**src/rtl/midi_note_tracker.sv**
```systemverilog
// midi_note_tracker: MIDI byte-stream parser feeding a monophonic last-note-priority
// note stack for one channel; presents the sounding note, velocity and gate.
module midi_note_tracker #(
  parameter logic [3:0]  CHANNEL     = 4'd0,
  parameter int unsigned STACK_DEPTH = 4
) (
  input  logic       clk,
  input  logic       rst_n,
  input  logic [7:0] byte_data,
  input  logic       byte_valid,
  output logic [7:0] note,
  output logic [6:0] velocity,
  output logic       gate,
  output logic       note_valid,
  output logic       overflow
);
  localparam int W = 14;
  localparam int D = STACK_DEPTH;
  typedef enum logic [1:0] {IDLE, SKIP, WAIT_D1, WAIT_D2} state_t;
  state_t state;
  logic [7:0] status;
  logic [6:0] d1;
  logic [D*W-1:0] stk, stk_up, r_stk, p_stk, n_stk;
  logic [D-1:0] vld, vld_up, r_vld, p_vld, n_vld;
  logic is_sys, is_stat, is_data, two_byte, exec, do_push, do_rem, do_clr, m, n_gate;
  logic [6:0] key, vel_in, n_note, n_vel;
  assign is_data  = byte_valid && !byte_data[7];
  assign is_sys   = byte_valid && byte_data[7:3] == 5'b11110;
  assign is_stat  = byte_valid && byte_data[7] && byte_data[7:4] != 4'hF;
  assign two_byte = status[7:4] != 4'hC && status[7:4] != 4'hD;
  assign exec     = is_data && status[3:0] == CHANNEL &&
                    ((state == WAIT_D1 && !two_byte) || state == WAIT_D2);
  assign key      = state == WAIT_D2 ? d1 : byte_data[6:0];
  assign vel_in   = byte_data[6:0];
  assign do_push  = exec && status[7:4] == 4'h9 && vel_in != 7'd0;
  assign do_rem   = exec && (status[7:4] == 4'h8 || (status[7:4] == 4'h9 && vel_in == 7'd0));
  assign do_clr   = exec && status[7:4] == 4'hB && key == 7'd123;
  // Entry 0 is the top; removing a match pulls every older entry up one slot.
  always_comb begin
    stk_up = stk >> W;
    vld_up = vld >> 1;
    m = 1'b0;
    r_stk = stk;
    r_vld = vld;
    for (int i = 0; i < D; i++) begin
      m = m | (vld[i] && stk[i*W+7 +: 7] == key);
      r_stk[i*W +: W] = m ? stk_up[i*W +: W] : stk[i*W +: W];
      r_vld[i] = m ? vld_up[i] : vld[i];
    end
  end
  assign p_stk  = {r_stk[(D-1)*W-1:0], key, vel_in};
  assign p_vld  = {r_vld[D-2:0], 1'b1};
  assign n_stk  = do_push ? p_stk : do_rem ? r_stk : stk;
  assign n_vld  = do_push ? p_vld : do_rem ? r_vld : do_clr ? '0 : vld;
  assign n_gate = n_vld[0];
  assign n_note = n_gate ? n_stk[W-1 -: 7] : note[6:0];
  assign n_vel  = n_gate ? n_stk[6:0] : velocity;
  always_ff @(posedge clk or negedge rst_n) begin
    if (!rst_n) begin
      state      <= IDLE;
      status     <= '0;
      d1         <= '0;
      stk        <= '0;
      vld        <= '0;
      note       <= '0;
      velocity   <= '0;
      gate       <= 1'b0;
      note_valid <= 1'b0;
      overflow   <= 1'b0;
    end else begin
      if (is_sys) begin
        state  <= SKIP;
        status <= '0;
      end else if (is_stat) begin
        state  <= WAIT_D1;
        status <= byte_data;
      end else if (is_data) begin
        if (state == WAIT_D1) begin
          d1 <= byte_data[6:0];
          if (two_byte) state <= WAIT_D2;
        end else if (state == WAIT_D2) begin
          state <= WAIT_D1;
        end
      end
      stk        <= n_stk;
      vld        <= n_vld;
      note       <= {1'b0, n_note};
      velocity   <= n_vel;
      gate       <= n_gate;
      note_valid <= {n_note, n_vel, n_gate} != {note[6:0], velocity, gate};
      overflow   <= do_push && r_vld[D-1];
    end
  end
endmodule

```
**config.mk**
```make
export PLATFORM = sky130hd
export DESIGN_NAME = midi_note_tracker
export DESIGN_NICKNAME = d
export VERILOG_FILES = /design/src/rtl/midi_note_tracker.sv
export SDC_FILE = /design/constraint.sdc
export NUM_CORES = 1
export LEC_CHECK = 0
export CORE_MARGIN = 2
export CORE_UTILIZATION = 60
export CTS_CLUSTER_SIZE = 16
export DETAILED_ROUTE_END_ITERATION = 6
export PLACE_DENSITY = 0.8
export SYNTH_ARGS = -nofsm -noshare
export SYNTH_HDL_FRONTEND = slang
export SYNTH_SLANG_ARGS = --single-unit
```
**constraint.sdc**
```tcl
create_clock -name clk -period 5.88 [get_ports clk]
set_clock_uncertainty 0.15 [all_clocks]
set_input_delay 0.882 -clock clk [delete_from_list [all_inputs] [get_ports clk]]
set_output_delay 0.882 -clock clk [all_outputs]
set_load 0.005 [all_outputs]
```
==> results.tsv <==
metric	value	unit
initial_core_util	0.614	
grt_overflow	0	
drt-vias-per-instance	6.69	
final_cell_mix	nand2_1, dfrtp_1, o21ai_0	
crit_arrival	4.25	ns
clk_latency	0.37	ns
gp_congestion	1.05	
core_area	8640	sq um
grt_pass1_wl	25200	um
max_freq	241	MHz
io_buffers	27	
wl_per_cell	22.1	um
cts_buffers	9	
cts_root_buf	clkbuf_8	
crit_chain	clkdlybuf4s50_1 -> nor3_1 -> nand2_1 -> nand2_1 -> nor2_1 -> nor3_1 -> nor4_1 -> o2111ai_1 -> a2111o_1 -> nor4_1 -> a22oi_1	
cts_htree_levels	3	
start_kind	input port	
cts_sinks	93	
max_stage_delay	0.73	ns
antenna_found_initial	0	
layout-drive-gt1-share	0.0960	
slew-limit-headroom	0.291	
dr.pass1.iters	6	
rsz0062_at_grt	no	
nets	610	
ir_worst_vdd	0.179	mV
synth.ff_latch_count	93	
ys_warn_count	0	
rows	34	
postCtsSetupBuffers	0	
syn_area_per_cell	9.07	sq um
synth_cell_types	70	
synth-seq-area-share	0.439	
setup_viol	0	
dieWidth	98.0	um
fp.dieH	98.0	um
grt_util_met2	0.530	
clock_path_buffers	2	
hold_violations	0	
drc	0	
dr_total_vias	4763	
hold_buffers	0	
tightestPinTransition	1.06	ns
whs	0.332	ns
postSynth.asyncResetShare	1.00	
clk_pin_slew_worst_paths	0.10	ns
fin_crit_sh	0.706	
post_cts_resized	0	
layout_setup_ws	1.73	ns
dp_cells	696	
place_ws	1.45	ns
grt_use_met1	0.475	
syn_to_final_growth	9.20	%
drv_slew	0	
cp_num_buf_inv	1	
required	5.97	ns
hold_class	input port to asynchronous set/reset pin	
ys.flop_type	dfrtp_1	
synth_edf_count	0	
grt_pass1_vias	4489	
status	complete, no violations	
criticalPathCategory	input port to register	
grtUsageMet3	0.0558	
grt_usage	0.336	
wl	15700	um
worstSetupEndpointType	register	
antenna_left	0	
die_area	9610	sq um
synth_area	5300	sq um
crit_family	simple AND/OR/NAND/NOR gates	
cp_slowest_cell	clkdlybuf4s50_1	
fin_cells	712	
ios	29	
final_common_cell	nand2_1	
drt_iter0_drc	533	
power.leakage	0.00257	uW
synth_cells	585	
hpwl	11400	um
tns	0	ns
max_cap_viol_count	0	
diodes	0	
final_util	0.671	
final.min_clock_period	4.15	ns
cts_tree	done	
busiest_layer	met2	
crit_fanout	20	
grt_max_degree	53	
powerDensity	308	nW/um^2
syn_nets	596	
[synthesized netlist by cell type, types with 9 or more instances]
cell type | number | area share
dfrtp_1 | 93 | 0.44
nor2_1 | 30 | 0.021
inv_1 | 23 | 0.016
o21ai_1 | 11 | 0.010
nand2_1 | 122 | 0.086
nand3_1 | 10 | 0.0094
clkbuf_1 | 21 | 0.015
mux2_2 | 10 | 0.021
o21ai_0 | 51 | 0.048
o22ai_1 | 10 | 0.012
xnor2_1 | 18 | 0.030
xor2_1 | 13 | 0.021
mux2i_1 | 18 | 0.034
a2bb2oi_1 | 9 | 0.015
a21oi_1 | 19 | 0.018
a22o_1 | 9 | 0.015
[state kept, by name, summed over array words and instances (netlist names)]
signal	count
d1	7
note	7
note_valid	1
overflow	1
state	2
status	8
stk	56
velocity	7
vld	4
[layout make-up]
type / count / area, sq um
tap: 108 / 135
inverter: 23 / 86.3
sequential: 93 / 2330
multi-input combinational: 437 / 2740
timing repair buffer: 35 / 328
clock buffer: 9 / 124
fill: 732 / 2840
clock inverter: 7 / 55.1
[metal layers]
layer | wire (um) | share of wire
met1 | 6500 | 0.41
met2 | 7380 | 0.47
met3 | 1330 | 0.085
met4 | 538 | 0.034
met5 | 0 | 0
[where the power goes]
| part | switching [uW] | total [uW] | internal [uW] |
|---|---|---|---|
| clock | 248 | 407 | 159 |
| sequential | 104 | 821 | 718 |
| combinational | 312 | 556 | 244 |
| total | 663 | 1780 | 1120 |
[cells by family after synthesis]
group / count (synthesis) / share of synthesized area
muxes: 33 / 0.0715
buffers and inverters: 55 / 0.0453
and+or+nand+nor: 207 / 0.178
xor gates and xnor gates: 31 / 0.0512
other: 1 / 0.000707
AOI/OAI and AO/OA: 165 / 0.214
DFF: 93 / 0.439
[stage by stage]
| step | instance area [sq um] | total power, uW |
|---|---|---|
| floorplan | 5300 | 1150 |
| global placement | 5610 | 1370 |
| detailed placement | 5610 | 1370 |
| CTS | 5790 | 1780 |
| global route | 5790 | 1870 |
| finish | 5790 | 1780 |
[final timing paths]
| check | startpoint | to | slack [ns] | depth (start not counted) |
|---|---|---|---|---|
| max | byte_data[0] | note_valid$_DFF_PN0_ | 1.73 | 11 |
| min | rst_n | stk[54]$_DFFE_PN0P_ | 0.33 | 1 |
| max reg2reg | status[6]$_DFFE_PN0P_ | note_valid$_DFF_PN0_ | 2.08 | 9 |
| min reg2reg | stk[43]$_DFFE_PN0P_ | stk[43]$_DFFE_PN0P_ | 0.33 | 2 |
| max in group asynchronous | rst_n | stk[6]$_DFF_PN0_ | 4.17 | 2 |
| min in group clk | stk[43]$_DFFE_PN0P_ | stk[43]$_DFFE_PN0P_ | 0.33 | 2 |
Note: power is estimated with default switching activity, not from simulation.
